### config.mk
export PLATFORM = sky130hd
export DESIGN_NAME = ro_age_evaluator_flat
export DESIGN_NICKNAME = d
export VERILOG_FILES = /design/src/rtl/ro_odometer_pkg.sv /design/src/rtl/ro_age_evaluator_if.sv /design/src/rtl/ro_age_evaluator_diff_accum.sv /design/src/rtl/ro_age_evaluator.sv /design/src/flat_wrapper.sv
export SDC_FILE = /design/constraint.sdc
export NUM_CORES = 1
export LEC_CHECK = 0
export BUFFER_PORTS_ARGS = -buffer_cell sky130_fd_sc_hd__buf_4
export CORE_MARGIN = 3
export CORE_UTILIZATION = 60
export CTS_BUF_LIST = sky130_fd_sc_hd__clkbuf_8
export DETAILED_ROUTE_END_ITERATION = 10
export PLACE_DENSITY = 0.84
export SKIP_CTS_REPAIR_TIMING = 1
export SLEW_MARGIN = 20
export SYNTH_ARGS = -nofsm -noshare
export SYNTH_HDL_FRONTEND = slang
export SYNTH_SLANG_ARGS = --single-unit
export TNS_END_PERCENT = 100
### constraint.sdc
create_clock -name clk -period 7 [get_ports clk]
set_input_delay 1.4 -clock clk [delete_from_list [all_inputs] [get_ports clk]]
set_output_delay 1.4 -clock clk [all_outputs]
set_load 0.05 [all_outputs]
### src/rtl/ro_odometer_pkg.sv
// Shared types and constants for the RO odometer and its age evaluator.
// Latency: n/a (declarations only).
// Backpressure: n/a.
package ro_odometer_pkg;

  // Width of the reference/stressed ring-oscillator counts.
  localparam int FREQ_W = 32;

  // Default decision threshold on the averaged (r_freq - s_freq) difference.
  localparam logic [FREQ_W-1:0] AGE_THRESH_DEF = 32'd50;

  // Default number of cycles to wait for the odometer before giving up.
  localparam int TIMEOUT_DEF = 1024;

  // Evaluator FSM states, one-hot so each state decodes from a single flop.
  typedef enum logic [5:0] {
    S_IDLE   = 6'b000001,
    S_REQ    = 6'b000010,
    S_WAIT   = 6'b000100,
    S_CAPT   = 6'b001000,
    S_RESUME = 6'b010000,
    S_DONE   = 6'b100000
  } state_t;

  // r - s evaluated with one extra sign bit; a stressed count above the
  // reference means no measurable ageing, so it contributes zero.
  function automatic logic [FREQ_W-1:0] clamp_diff(
    input logic [FREQ_W-1:0] r,
    input logic [FREQ_W-1:0] s
  );
    logic signed [FREQ_W:0] d;
    d = $signed({1'b0, r}) - $signed({1'b0, s});
    return d[FREQ_W] ? '0 : d[FREQ_W-1:0];
  endfunction

endpackage

### src/rtl/ro_age_evaluator_if.sv
// Handshake and data bundle between the RO odometer and the age evaluator.
// Latency: n/a (wiring only).
// Backpressure: odometer holds odo_valid and its counts until odo_go.
interface ro_age_evaluator_if;
  import ro_odometer_pkg::*;

  logic              odo_go;
  logic              odo_en_out;
  logic              odo_valid;
  logic [FREQ_W-1:0] r_freq;
  logic [FREQ_W-1:0] s_freq;

  // Evaluator side: issues the requests, receives the measurements.
  modport master (
    output odo_go,
    output odo_en_out,
    input  odo_valid,
    input  r_freq,
    input  s_freq
  );

  // Odometer side.
  modport slave (
    input  odo_go,
    input  odo_en_out,
    output odo_valid,
    output r_freq,
    output s_freq
  );

endinterface

### src/rtl/ro_age_evaluator_diff_accum.sv
// Clamped r-s subtraction, accumulation, shift-average and threshold compare.
// Latency: one cycle per capture; result registers load on the fin strobe.
// Backpressure: none; driven purely by the evaluator FSM strobes.
// Optional min/max tracking is built when RO_AGE_MINMAX_EN is defined.
module ro_diff_accum
  import ro_odometer_pkg::*;
#(
  parameter int                NUM_SAMPLES = 8,
  parameter logic [FREQ_W-1:0] AGE_THRESH  = AGE_THRESH_DEF
) (
  input  logic              clk,
  input  logic              rst,
  input  logic              clr,
  input  logic              capt,
  input  logic              fin,
  input  logic [FREQ_W-1:0] r_freq,
  input  logic [FREQ_W-1:0] s_freq,
  output logic [FREQ_W-1:0] diff_avg,
  output logic              aged
`ifdef RO_AGE_MINMAX_EN
  ,
  output logic [FREQ_W-1:0] diff_min,
  output logic [FREQ_W-1:0] diff_max
`endif
);

  localparam int LOG2_N = $clog2(NUM_SAMPLES);
  // Sum of NUM_SAMPLES 32-bit values needs exactly LOG2_N extra bits.
  localparam int ACC_W  = FREQ_W + LOG2_N;

  logic [ACC_W-1:0]  acc;
  logic [FREQ_W-1:0] diff;
  logic [FREQ_W-1:0] avg;

  assign diff = clamp_diff(r_freq, s_freq);
  // NUM_SAMPLES is a power of two, so the mean is a plain truncating shift.
  assign avg  = FREQ_W'(acc >> LOG2_N);

  // Accumulate clamped differences; publish average and verdict on fin.
  always_ff @(posedge clk) begin
    if (!rst) begin
      acc      <= '0;
      diff_avg <= '0;
      aged     <= 1'b0;
    end else begin
      if (clr) begin
        acc <= '0;
      end else if (capt) begin
        acc <= acc + ACC_W'(diff);
      end
      if (fin) begin
        diff_avg <= avg;
        aged     <= (avg >= AGE_THRESH);
      end
    end
  end

`ifdef RO_AGE_MINMAX_EN
  // Track the spread of per-sample differences within the current run.
  always_ff @(posedge clk) begin
    if (!rst) begin
      diff_min <= '0;
      diff_max <= '0;
    end else if (clr) begin
      diff_min <= '1;
      diff_max <= '0;
    end else if (capt) begin
      if (diff < diff_min) diff_min <= diff;
      if (diff > diff_max) diff_max <= diff;
    end
  end
`endif

endmodule

### src/rtl/ro_age_evaluator.sv
// Sequences NUM_SAMPLES odometer measurements and flags an aged device.
// Latency: sum of odometer times + 3 cycles/sample + 1; results on done.
// Backpressure: start ignored while busy or on the done cycle; no queuing.
// Optional diff_min/diff_max outputs are built when RO_AGE_MINMAX_EN is defined.
module ro_age_evaluator
  import ro_odometer_pkg::*;
#(
  parameter int                NUM_SAMPLES = 8,
  parameter logic [FREQ_W-1:0] AGE_THRESH  = AGE_THRESH_DEF,
  parameter int                TIMEOUT     = TIMEOUT_DEF,
  parameter int                CNT_W       = $clog2(NUM_SAMPLES) + 1
) (
  input  logic                clk,
  input  logic                rst,
  input  logic                start,
  ro_age_evaluator_if.master  odo,
  output logic                busy,
  output logic                done,
  output logic                timeout_err,
  output logic [FREQ_W-1:0]   diff_avg,
  output logic                aged,
  output logic [CNT_W-1:0]    sample_cnt
`ifdef RO_AGE_MINMAX_EN
  ,
  output logic [FREQ_W-1:0]   diff_min,
  output logic [FREQ_W-1:0]   diff_max
`endif
);

  localparam int               TMO_W    = (TIMEOUT > 1) ? $clog2(TIMEOUT) : 1;
  localparam logic [TMO_W-1:0] TMO_LAST = TMO_W'(TIMEOUT - 1);
  localparam logic [CNT_W-1:0] CNT_LAST = CNT_W'(NUM_SAMPLES);

  state_t           state;
  logic             valid_q;
  logic             valid_rise;
  logic [TMO_W-1:0] tmo_cnt;
  logic             go_q;
  logic             en_q;
  logic             start_ok;
  logic             acc_clr;
  logic             acc_capt;
  logic             acc_fin;

  assign odo.odo_go     = go_q;
  assign odo.odo_en_out = en_q;

  // Only a fresh 0->1 transition counts: the odometer keeps valid high until
  // it sees go, so the old level from the previous sample must not be reused.
  assign valid_rise = odo.odo_valid & ~valid_q;

  // done is also high on the first idle cycle after a timeout; a start that
  // coincides with it is dropped so every run begins from a quiet interface.
  assign start_ok = (state == S_IDLE) & start & ~done;

  assign acc_clr  = start_ok;
  assign acc_capt = (state == S_CAPT);
  assign acc_fin  = (state == S_RESUME) & (sample_cnt == CNT_LAST);

  // Delayed copy of the odometer valid level for edge detection.
  always_ff @(posedge clk) begin
    if (!rst) begin
      valid_q <= 1'b0;
    end else begin
      valid_q <= odo.odo_valid;
    end
  end

  // Measurement sequencer; all handshake and status outputs are registered
  // on the transition into the state that owns them.
  always_ff @(posedge clk) begin
    if (!rst) begin
      state       <= S_IDLE;
      busy        <= 1'b0;
      done        <= 1'b0;
      timeout_err <= 1'b0;
      sample_cnt  <= '0;
      tmo_cnt     <= '0;
      go_q        <= 1'b0;
      en_q        <= 1'b0;
    end else begin
      done <= 1'b0;
      go_q <= 1'b0;
      en_q <= 1'b0;
      unique case (state)
        S_IDLE: begin
          if (start_ok) begin
            state       <= S_REQ;
            busy        <= 1'b1;
            sample_cnt  <= '0;
            timeout_err <= 1'b0;
            en_q        <= 1'b1;
          end
        end
        S_REQ: begin
          state   <= S_WAIT;
          tmo_cnt <= '0;
        end
        S_WAIT: begin
          if (valid_rise) begin
            state <= S_CAPT;
          end else if (tmo_cnt == TMO_LAST) begin
            state       <= S_IDLE;
            busy        <= 1'b0;
            done        <= 1'b1;
            timeout_err <= 1'b1;
          end else begin
            tmo_cnt <= tmo_cnt + 1'b1;
          end
        end
        S_CAPT: begin
          sample_cnt <= sample_cnt + 1'b1;
          state      <= S_RESUME;
          go_q       <= 1'b1;
        end
        S_RESUME: begin
          if (sample_cnt == CNT_LAST) begin
            state <= S_DONE;
            done  <= 1'b1;
          end else begin
            state <= S_REQ;
            en_q  <= 1'b1;
          end
        end
        S_DONE: begin
          state <= S_IDLE;
          busy  <= 1'b0;
        end
        default: begin
          state <= S_IDLE;
          busy  <= 1'b0;
        end
      endcase
    end
  end

  ro_diff_accum #(
    .NUM_SAMPLES (NUM_SAMPLES),
    .AGE_THRESH  (AGE_THRESH)
  ) u_accum (
    .clk      (clk),
    .rst      (rst),
    .clr      (acc_clr),
    .capt     (acc_capt),
    .fin      (acc_fin),
    .r_freq   (odo.r_freq),
    .s_freq   (odo.s_freq),
    .diff_avg (diff_avg),
    .aged     (aged)
`ifdef RO_AGE_MINMAX_EN
    ,
    .diff_min (diff_min),
    .diff_max (diff_max)
`endif
  );

endmodule
### src/flat_wrapper.sv
// flat-port wrapper written by rule: the top's interface ports become plain ports
module ro_age_evaluator_flat import ro_odometer_pkg::*;
#(
  parameter int                NUM_SAMPLES = 8,
  parameter logic [FREQ_W-1:0] AGE_THRESH  = AGE_THRESH_DEF,
  parameter int                TIMEOUT     = TIMEOUT_DEF,
  parameter int                CNT_W       = $clog2(NUM_SAMPLES) + 1
)
  (clk, rst, start, busy, done, timeout_err, diff_avg, aged, sample_cnt, odo_odo_go, odo_odo_en_out, odo_odo_valid, odo_r_freq, odo_s_freq);
  ro_age_evaluator_if odo_i ();
  input  logic clk;
  input  logic rst;
  input  logic start;
  output logic busy;
  output logic done;
  output logic timeout_err;
  output logic [FREQ_W-1:0] diff_avg;
  output logic aged;
  output logic [CNT_W-1:0] sample_cnt;
  output wire logic [$bits(odo_i.odo_go)-1:0] odo_odo_go;
  output wire logic [$bits(odo_i.odo_en_out)-1:0] odo_odo_en_out;
  input wire logic [$bits(odo_i.odo_valid)-1:0] odo_odo_valid;
  input wire logic [$bits(odo_i.r_freq)-1:0] odo_r_freq;
  input wire logic [$bits(odo_i.s_freq)-1:0] odo_s_freq;
  assign odo_odo_go = odo_i.odo_go;
  assign odo_odo_en_out = odo_i.odo_en_out;
  assign odo_i.odo_valid = odo_odo_valid;
  assign odo_i.r_freq = odo_r_freq;
  assign odo_i.s_freq = odo_s_freq;
  ro_age_evaluator #(.NUM_SAMPLES(NUM_SAMPLES), .AGE_THRESH(AGE_THRESH), .TIMEOUT(TIMEOUT), .CNT_W(CNT_W)) u_core (.clk(clk), .rst(rst), .start(start), .odo(odo_i), .busy(busy), .done(done), .timeout_err(timeout_err), .diff_avg(diff_avg), .aged(aged), .sample_cnt(sample_cnt));
endmodule
==> results of run 1 <==
where the power goes:
part	leakage, nW	internal (mW)	switching (mW)	total (mW)
logic	2.93	0.157	0.226	0.383
registers	0.758	0.540	0.00376	0.544
clock network	0.113	0.213	0.196	0.410
worst max-delay path: cells and delay by family:
family          cells  cell delay [ps]
compound gates     13             3170
fa+ha+maj           3              940
buf+inv             2              340
simple gates        4              680
kinds of logic after synthesis:
family / Yosys count / share of synthesized area, %
and+or+nand+nor: 395 / 25.4
AOI/OAI and AO/OA: 283 / 25.1
DFF: 94 / 25.8
buffers and inverters: 92 / 4.78
adders and majority gates: 69 / 12.1
xor gates and xnor gates: 53 / 6.37
muxes: 3 / 0.412
metrics by stage:
stage                     area, µm²  power, mW  util (%)  hold WS, ps  instances
after global routing           8420       1.41      72.2          487       1225
after floorplan                7280      0.835         -          441        989
after CTS                      8420       1.34      72.2          471       1225
after global placement         8190      0.931      70.2          452       1209
final                          8420       1.34      72.2          468       1225
after detailed placement       8190      0.934      70.2          459       1209
Yosys cell counts, drive strengths merged (4+ instances only):
master	instances
or3	8
and3	17
buf	4
ha	67
a211oi	9
nor2b	17
nand2b	9
a21boi	34
a21oi	99
or2	7
o21bai	6
and2	11
nor2	79
dfxtp	94
nor3	20
nand3	37
inv	54
nand2	153
nand3b	5
a31oi	8
o21ai	46
clkbuf	34
o21a	8
xnor2	30
a21o	37
xor2	23
nor4	9
nand4	11
worst min-delay path by stage:
stage / startpoint / endpoint / slack [ps]
floorplan: u_core.u_accum.acc[0] / u_core.u_accum.acc[0] / 440
global placement: u_core.u_accum.diff_avg[15] / u_core.u_accum.diff_avg[15] / 450
detailed placement: u_core.u_accum.diff_avg[6] / u_core.u_accum.diff_avg[6] / 460
CTS: u_core.u_accum.diff_avg[6] / u_core.u_accum.diff_avg[6] / 470
global route: u_core.u_accum.diff_avg[0] / u_core.u_accum.diff_avg[0] / 490
finish: u_core.u_accum.diff_avg[6] / u_core.u_accum.diff_avg[6] / 470
state kept, by name, indices dropped and copies added, names as in the netlist:
register and count:
u_core.u_accum.diff_avg 32, u_core.busy 1, u_core.tmo_cnt 10, u_core.done 1
u_core.sample_cnt 4, u_core.u_accum.acc 35, u_core.state 6, u_core.odo.odo_go 1
u_core.timeout_err 1, u_core.odo.odo_en_out 1, u_core.valid_q 1, u_core.u_accum.aged 1
metal layers:
| layer | share of wire, % | wire, µm | vias to the layer above |
|---|---|---|---|
| met5 | 0 | 0 | - |
| met4 | 1.5 | 267 | 0 |
| met3 | 6.6 | 1180 | 27 |
| met2 | 43 | 7700 | 216 |
| met1 | 49 | 8690 | 3276 |
| li1 | - | - | 3680 |
layout make-up:
class / instances / area (µm²) / area share [%]
clock buffer: 10 / 138 / 1.63
clock inverter: 6 / 93.8 / 1.11
inverter: 54 / 203 / 2.41
multi-input combinational: 803 / 5060 / 60.1
sequential: 94 / 1880 / 22.4
tap: 143 / 179 / 2.13
timing repair buffer: 115 / 863 / 10.3
==> impl_results.md, run 1 <==
- Status: completed
- CP endpoint: u_core.u_accum.acc[32]
- Final Max Slew Viols: 0
- Clock sink count: 94
- GR met3 Demand/Resource: 4.92%
- DR WL/cell: 14.6 µm
- Worst Max-Slew Pin Slew: 776 ps
- Top Usage Layer GRT: met2
- Max frequency: 159 MHz
- Asr flop ratio synth: 0%
- First-pass GRT wire length: 29700 µm
- Setup Viol. Count Final: 0
- Worst path slowest cell: a221oi_1
- Number of synthesized flops with an enable pin: 0
- RSZ-0062 raised after global routing: false
- Critical Path AT: 6550 ps
- CTS Buf Count: 9
- Final Cycle Share: 89.7%
- Commonest non-fill, non-tap cells in the layout: nand2_1, buf_4, a21oi_1, dfxtp_1, nor2_1
- TritonCTS clock tree: built
- Gr usage total: 26.6%
- Worst rel slew slack: 48.1%
- Commonest non-fill, non-tap cell in the layout: nand2_1
- Hold Path Depth: 2
- Skew-Pair Late Insertion Delay: 370 ps
- CTS H-Tree Depth: 3
- CP max stage delay: 520 ps
- M1 GR Usage: 38.6%
- I/O Buffers: 109
- GRT met2 Usage: 41.0%
- Max-cap violations: 0
- Clock-pin slew on the worst setup and hold paths: 90 ps
- CP cell instances: buf_4 -> ha_1 -> fa_1 -> nor2b_1 -> o2111ai_1 -> a311oi_1 -> nor2_1 -> o21bai_2 -> a21oi_1 -> o21ai_1 -> a31oi_2 -> buf_4 -> nor3_1 -> ha_1 -> a21oi_1 -> o21ai_0 -> a221oi_1 -> a211o_1 -> a21oi_4 -> a221oi_2 -> nor3_1 -> o21a_1
- Mapped Area: 7280 µm²
- Vias in the first global route: 6396
- Final critical-path required period: 6280 ps
- Initial Util: 62.4%
- Crit-path max FO: 12
- Antenna fix cells: 0
- RePlAce Congestion: 0.942
- Clock Tree Root: clkbuf_8
- Top-Level Pins: 110
- DR DRC count: 0
- Yosys top cell by area: dfxtp_1
- CP Capture Type: flop
- DIE WIDTH: 116 µm
- Die area: 13500 µm²
- Post-synth top flop: dfxtp_1
- Syn avg cell area: 7.36 µm²
- Net count after synthesis: 1126
- Layout fillers: 986
- Peak supply drop: 0.0947 mV
- Sequential area share after synthesis: 25.8%
- Syn Inst Count: 989
- Synth cell types: 63
- Area contributors post-synth: dfxtp_1, ha_1, nand2_1
- P per Cell Area: 159 nW/µm²
- Total gr overflow: 0
- 1st-iter DRT viols: 814
- Critical Path Source Type: input port
- Worst Hold Class: reg -> reg
- Detail Route Antenna Nets: 0
- Critical path required time: 7270 ps
- Reg-to-reg startpoint: u_core.u_accum.acc[0]
- Total leakage power: 3.80 nW
- Initial antenna violation count: 0
- TNS Setup: 0 ps
- Die Ht: 116 µm
- Largest net degree at the start of global routing: 51
- Setup ws final: 722 ps
- Reg2reg setup slack: 3970 ps
- Vias: 7199
- DP HPWL: 13800 µm
- WS Path Type: in -> reg
- DRT Wirelength: 17800 µm
- DRT Pass-1 Iters: 5
- Flops & latches, synth: 94
- Core Rows: 39
- Critical Path Start: odo_s_freq[0]
- Reg2reg end: u_core.u_accum.acc[30]
- Share of the synthesized area in the top cell type: 25.8%
- Final hold viol count: 0
- Fraction of layout cells with a size suffix above 1: 14.0%
- Vias per cell: 5.88
- R2r worst-path depth: 11
- Yosys warns: 0
- Layout Nets: 1214
- Clock Skews: 11.3 ps
- Core Region: 11700 µm²
- Dpl ws: 388 ps
- Max clock buf depth: 2
- Synth-to-layout area growth: 15.6%
Power figures use the tool's default switching activity.
==> inputs of run 2 (changes only) <==
--- a/config.mk
+++ b/config.mk
@@ -6,11 +6,12 @@
 export NUM_CORES = 1
 export LEC_CHECK = 0
 export BUFFER_PORTS_ARGS = -buffer_cell sky130_fd_sc_hd__buf_4
+export CORE_ASPECT_RATIO = 0.75
 export CORE_MARGIN = 3
-export CORE_UTILIZATION = 60
-export CTS_BUF_LIST = sky130_fd_sc_hd__clkbuf_8
+export CORE_UTILIZATION = 58
+export CTS_BUF_LIST = sky130_fd_sc_hd__clkbuf_16
 export DETAILED_ROUTE_END_ITERATION = 10
-export PLACE_DENSITY = 0.84
+export PLACE_DENSITY = 0.82
 export SKIP_CTS_REPAIR_TIMING = 1
 export SLEW_MARGIN = 20
 export SYNTH_ARGS = -nofsm -noshare
==> run 2 against run 1 <==
Compared with the run above:
- sequential power hardly changed
- clock power grew 30%
- final area increased by 1.3%
- critical path depth is the same
- first-iteration DRC count shrank 15%
- register-to-register slack better by 70 ps
- final cell count up 1.5%
- hold slack worse by 6.2 ps
- clock-buffer cell count shrank 1
- core utilization shrank 0.62 points
- largest cell class unchanged
- largest power group unchanged
- highest routed layer unchanged
==> impl_results.md, run 2 (same netlist as run 1, synthesis figures left out) <==
- Status: completed
- DP HPWL: 14300 µm (+3.5%)
- Tot Pwr: 1.46 mW (+9.3%)
- CP max stage delay: 520 ps (about the same)
- Commonest non-fill, non-tap cells in the layout: nand2_1, buf_4, a21oi_1, dfxtp_1, nor2_1
- Clock sink count: 94 (unchanged)
- Setup ws final: 607 ps (-114 ps)
- Core Rows: 34 (-13%)
- Max clock buf depth: 2 (unchanged)
- WS Path Type: in -> reg
- TNS Setup: 0 ps (unchanged)
- Layout fillers: 996 (+1.0%)
- Crit-path leading delay family: compound AO/OA/AOI/OAI gates
- Final Max Slew Viols: 0 (unchanged)
- Vias per cell: 5.90 (+0.36%)
- Layout Nets: 1213 (-0.082%)
- Reg-to-reg startpoint: u_core.u_accum.acc[0]
- FF+latch area: 1880 µm² (unchanged)
- Initial antenna violation count: 0 (unchanged)
- Vias in the first global route: 6463 (+1.0%)
- Max-cap violations: 0 (unchanged)
- Commonest non-fill, non-tap cell in the layout: nand2_1
- Biggest register: u_core.u_accum.acc
- Final hold viol count: 0 (unchanged)
- Seq pwr share: 37.3% (-3.4 points)
- Largest net degree at the start of global routing: 51 (unchanged)
- Antenna fix cells: 0 (unchanged)
- Vias: 7331 (+1.8%)
- Combinational share of power: 26.3% (-2.3 points)
- Final Cell Area: 8530 µm² (+1.3%)
- DIE WIDTH: 135 µm (+17%)
- Placed inst area: 8200 µm² (+0.20%)
- Clk pwr share: 36.4% (+5.8 points)
- Hold Worst Slack: 462 ps (-6.18 ps)
- Internal power component: 1.01 mW (+11%)
- Max frequency: 156 MHz (-1.8%)
- I/O Buffers: 109 (unchanged)
- Detail Route Antenna Nets: 0 (unchanged)
- First-pass GRT wire length: 30300 µm (+1.8%)
- CTS H-Tree Depth: 3 (unchanged)
- Max reg flops: 35 (unchanged)
- Setup Viol. Count Final: 0 (unchanged)
- Critical Path Source Type: input port
- Initial Util: 61.1% (-1.3 points)
- DR DRC count: 0 (unchanged)
- DRT Pass-1 Iters: 5 (unchanged)
- Critical path required time: 7240 ps (-30 ps)
- Clock Tree Root: clkbuf_16
- Hold Crit Start: u_core.u_accum.diff_avg[20]
- Total gr overflow: 0 (unchanged)
- Worst rel slew slack: 42.9% (-5.2 points)
- Worst path bufs/invs: 2 (unchanged)
- Largest regs: u_core.u_accum.acc (35), u_core.u_accum.diff_avg (32), u_core.tmo_cnt (10)
- DRT Wirelength: 18900 µm (+6.2%)
- RePlAce Congestion: 0.956 (+1.5%)
- CTS Buf Count: 9 (unchanged)
- Critical Path AT: 6630 ps (+80 ps)
- Final critical-path required period: 6390 ps (+114 ps)
- Top-Level Pins: 110 (unchanged)
- Worst Hold Class: reg -> reg
- Peak supply drop: 0.147 mV (+55%)
- Crit-path max FO: 28 (+16)
- Min-Delay Endpoint: u_core.u_accum.diff_avg[20]
- Dpl ws: 294 ps (-93.8 ps)
- RSZ-0062 raised after global routing: false
- Reg2reg end: u_core.u_accum.acc[30]
- Die Ht: 103 µm (-11%)
- Final Cycle Share: 91.3% (+1.6 points)
- Hold Path Depth: 2 (unchanged)
- P per Cell Area: 171 nW/µm² (+7.9%)
- Core Region: 11900 µm² (+2.1%)
- CP cell instances: buf_4 -> ha_1 -> fa_1 -> nor2b_1 -> o2111ai_1 -> a311oi_1 -> nor2_1 -> o21bai_2 -> a21oi_1 -> o21ai_1 -> a31oi_2 -> buf_4 -> nor3_1 -> ha_1 -> a21oi_1 -> o21ai_0 -> a221oi_1 -> a211o_1 -> a21oi_4 -> a221oi_2 -> nor3_1 -> o21a_1
- Skew-Pair Late Insertion Delay: 350 ps (-20 ps)
- Synth-to-layout area growth: 17.1%
- 1st-iter DRT viols: 690 (-15%)
- Clock-pin slew on the worst setup and hold paths: 70 ps (-20 ps)
- R2r worst-path depth: 11 (unchanged)
- TritonCTS clock tree: built
- CP Capture Type: flop
- Sw power: 449 µW (+5.4%)
- Fraction of layout cells with a size suffix above 1: 13.8% (-0.17 points)
- Area of the multi-input gates: 5060 µm² (unchanged)
- Clock Skews: 5.49 ps (-5.85 ps)
- Die area: 13900 µm² (+3.4%)
- Worst path slowest cell: a221oi_1
- Total leakage power: 3.83 nW (+0.95%)
- Worst Max-Slew Pin Slew: 846 ps (+69.6 ps)
- Gr usage total: 26.4% (-0.27 points)
- DR WL/cell: 15.2 µm (+4.7%)
- Sw frac: 30.7% (-1.1 points)
- Reg2reg setup slack: 4040 ps (+70 ps)
## run 2: cell count changes in the layout (fill, tap and decap cells not counted)
| cell | previous run | this run |
|---|---|---|
| clkbuf_8 | 10 | 0 |
| inv_1 | 54 | 55 |
| buf_4 | 115 | 114 |
| inv_6 | 1 | 2 |
| clkinv_4 | 2 | 0 |
| clkbuf_16 | 0 | 9 |
| clkinvlp_4 | 1 | 2 |
## run 2: layer usage
layer / up-vias / track usage (%) / routed length, µm
met5: - / 0 / 0
met4: 0 / 5.27 / 129
met3: 17 / 4.29 / 1270
met2: 258 / 43.2 / 8620
met1: 3371 / 37.1 / 8930
li1: 3685 / - / -
## run 2: how the worst max path moves through the flow
stage / from / end / cells past startpoint
after global placement: odo_s_freq[0] / u_core.u_accum.acc[34] / 22
after floorplan: odo_r_freq[0] / u_core.u_accum.acc[34] / 23
after global routing: odo_s_freq[0] / u_core.u_accum.acc[34] / 22
after CTS: odo_s_freq[0] / u_core.u_accum.acc[34] / 22
final: odo_s_freq[0] / u_core.u_accum.acc[34] / 22
after detailed placement: odo_s_freq[0] / u_core.u_accum.acc[34] / 22
## run 2: stage by stage
step | util [%] | instances
final | 71.6 | 1243
after global routing | 71.6 | 1243
after CTS | 71.6 | 1243
after detailed placement | 68.9 | 1227
after global placement | 68.9 | 1227
after floorplan | - | 989
## run 2: power groups by stage
stage / clock [mW] / sequential (mW) / combinational [mW]
after detailed placement: 0 / 0.557 / 0.378
after floorplan: 0 / 0.566 / 0.269
final: 0.531 / 0.545 / 0.384
after CTS: 0.534 / 0.544 / 0.380
after global placement: 0 / 0.556 / 0.373
after global routing: 0.559 / 0.545 / 0.425
## run 2: layout make-up
type                            instances  share of cell area, %
Multi-Input combinational cell        803                   59.4
Sequential cell                        94                   22.1
Timing Repair Buffer                  114                   10.0
Clock buffer                            9                   2.64
Inverter                               54                   2.38
Tap cell                              162                   2.38
Clock inverter                          7                   1.13
## run 2: worst reg2reg max path: stages, from the launching register on
cell and delay (ps):
dfxtp_1 330, ha_1 200, fa_1 240, a211oi_1 90, o311a_1 370, or4_4 580
a211o_1 340, a21oi_4 210, o21ai_0 110, o2bb2ai_1 140, xnor2_1 150, a21oi_1 80
==> inputs of run 3 (changes only) <==
--- a/config.mk
+++ b/config.mk
@@ -7,7 +7,7 @@
 export LEC_CHECK = 0
 export BUFFER_PORTS_ARGS = -buffer_cell sky130_fd_sc_hd__buf_4
 export CORE_ASPECT_RATIO = 0.75
-export CORE_MARGIN = 3
+export CORE_MARGIN = 4
 export CORE_UTILIZATION = 58
 export CTS_BUF_LIST = sky130_fd_sc_hd__clkbuf_16
 export DETAILED_ROUTE_END_ITERATION = 10
==> run 3 against run 2 <==
Compared with the run above:
- flip-flop and latch count unchanged
- first-iteration DRC count down 21%
- final cell count up 0.32%
- worst setup slack worse by 18 ps
- critical path type unchanged
- largest power group unchanged
==> impl_results.md, run 3 (same netlist as run 1, synthesis figures left out) <==
- Status: completed
- Skew-Pair Late Insertion Delay: 350 ps (about the same)
- DRT Pass-1 Iters: 5 (unchanged)
- I/O Buffers: 109 (unchanged)
- Final critical-path required period: 6410 ps (+18.0 ps)
- Gr usage total: 26.5% (+0.16 points)
- Largest regs: u_core.u_accum.acc (35), u_core.u_accum.diff_avg (32), u_core.tmo_cnt (10)
- Vias per cell: 5.87 (-0.47%)
- Placed insts: 1231 (+0.33%)
- Final hold viol count: 0 (unchanged)
- Biggest register: u_core.u_accum.acc
- Detail Route Antenna Nets: 0 (unchanged)
- First-pass GRT wire length: 31700 µm (+4.8%)
- Layout Nets: 1213 (unchanged)
- DRT Wirelength: 18900 µm (about the same)
- TritonCTS clock tree: built
- Max reg flops: 35 (unchanged)
- Die Ht: 105 µm (+1.9%)
- WS Path Type: in -> reg
- Clock-pin slew on the worst setup and hold paths: 70 ps (about the same)
- Largest net degree at the start of global routing: 51 (unchanged)
- Commonest non-fill, non-tap cell in the layout: nand2_1
- Placed inst area: 8210 µm² (about the same)
- Worst path slowest cell: a221oi_1
- Die area: 14400 µm² (+3.4%)
- Peak supply drop: 0.150 mV (+2.5%)
- Synth-to-layout area growth: 16.9%
- CTS H-Tree Depth: 3 (unchanged)
- Initial Util: 59.4% (-1.7 points)
- DR DRC count: 0 (unchanged)
- Final Cell Area: 8510 µm² (-0.13%)
- Commonest non-fill, non-tap cells in the layout: nand2_1, buf_4, a21oi_1, dfxtp_1, nor2_1
- RSZ-0062 raised after global routing: false
- Critical Path AT: 6650 ps (+20 ps)
- Total gr overflow: 0 (unchanged)
- Clock sink count: 94 (unchanged)
- Final Cycle Share: 91.6% (+0.26 points)
- Top-Level Pins: 110 (unchanged)
- 1st-iter DRT viols: 546 (-21%)
- Final Max Slew Viols: 0 (unchanged)
- Total leakage power: 3.83 nW (about the same)
- Max-cap violations: 0 (unchanged)
- Clock Tree Root: clkbuf_16
- DR WL/cell: 15.2 µm (-0.36%)
- Max clock buf depth: 2 (unchanged)
- CTS Buf Count: 9 (unchanged)
- TNS Setup: 0 ps (unchanged)
- P per Cell Area: 169 nW/µm² (-1.4%)
- Core Region: 12300 µm² (+2.9%)
- Dpl ws: 325 ps (+30.8 ps)
- CP cell instances: buf_4 -> ha_1 -> fa_1 -> nor2b_1 -> o2111ai_1 -> a311oi_1 -> nor2_1 -> o21bai_2 -> a21oi_1 -> o21ai_1 -> a31oi_2 -> buf_4 -> nor3_1 -> ha_1 -> a21oi_1 -> o21ai_0 -> a221oi_1 -> a211o_1 -> a21oi_4 -> a221oi_2 -> nor3_1 -> o21a_1
- Initial antenna violation count: 0 (unchanged)
- CP max stage delay: 530 ps (about the same)
- Antenna fix cells: 0 (unchanged)
- Worst Hold Class: reg -> reg
- Critical Path Source Type: input port
- Setup ws final: 589 ps (-18.0 ps)
- Clock Skews: 5.30 ps (-0.194 ps)
- RePlAce Congestion: 0.934 (-2.4%)
- Hold Worst Slack: 464 ps (+2.01 ps)
- Post-Layout Cell Count: 1247 (+0.32%)
- DIE WIDTH: 137 µm (+1.5%)
- DP HPWL: 14600 µm (+1.6%)
- CP Capture Type: flop
- Fraction of layout cells with a size suffix above 1: 13.8% (unchanged)
- Vias: 7320 (-0.15%)
- Crit-path max FO: 28 (unchanged)
- Vias in the first global route: 6787 (+5.0%)
- Core Rows: 35 (+2.9%)
- Critical path required time: 7240 ps (about the same)
- Worst rel slew slack: 46.2% (+3.3 points)
- Max frequency: 156 MHz (-0.28%)
- Setup Viol. Count Final: 0 (unchanged)
- Worst Max-Slew Pin Slew: 796 ps (-49.2 ps)
## run 3: changes by cell type in the layout (fill, tap and decap cells not counted), sizes merged
| cell | previous run | this run |
|---|---|---|
| bufinv | 2 | 1 |
| clkinvlp | 2 | 0 |
| inv | 57 | 60 |
## run 3: final cells by class
class / count / area (µm²)
tap: 166 / 208
clock inverter: 7 / 80.1
inverter: 54 / 203
multi-input combinational: 803 / 5060
clock buffer: 9 / 225
fill: 1075 / 3750
timing repair buffer: 114 / 856
sequential: 94 / 1880
## run 3: path summary, 6_finish.rpt
| path | start | endpoint | slack, ps | depth (start not counted) |
|---|---|---|---|---|
| worst max-delay path | odo_s_freq[0] | u_core.u_accum.acc[34] | 590 | 22 |
| worst min-delay path | u_core.u_accum.diff_avg[5] | u_core.u_accum.diff_avg[5] | 460 | 2 |
| worst max register to register | u_core.u_accum.acc[10] | u_core.u_accum.acc[31] | 4050 | 10 |
| worst min register to register | u_core.u_accum.diff_avg[5] | u_core.u_accum.diff_avg[5] | 460 | 2 |
## run 3: layer usage
| metal | share of wire (%) | track usage [%] |
|---|---|---|
| met5 | 0 | 0 |
| met4 | 2.0 | 6.91 |
| met3 | 6.2 | 5.58 |
| met2 | 44 | 41.4 |
| met1 | 47 | 37.0 |
## run 3: metrics by stage
step	util [%]	power, mW
6_report	69.4	1.44
2_1_floorplan	-	0.835
4_1_cts	69.4	1.44
3_3_place_gp	66.9	0.930
5_1_grt	69.4	1.51
3_5_place_dp	66.9	0.935
## run 3: critical path: cells and delay by family
kind | cells | cell delay (ps)
buffers and inverters | 2 | 390
AND/OR/NAND/NOR | 4 | 700
AO/OA/AOI/OAI | 13 | 3230
adder cells (fa/ha/maj) | 3 | 920
## run 3: report_power, final
part | switching, mW | internal, mW
combinational | 0.229 | 0.157
sequential | 0.00421 | 0.540
clock | 0.224 | 0.283
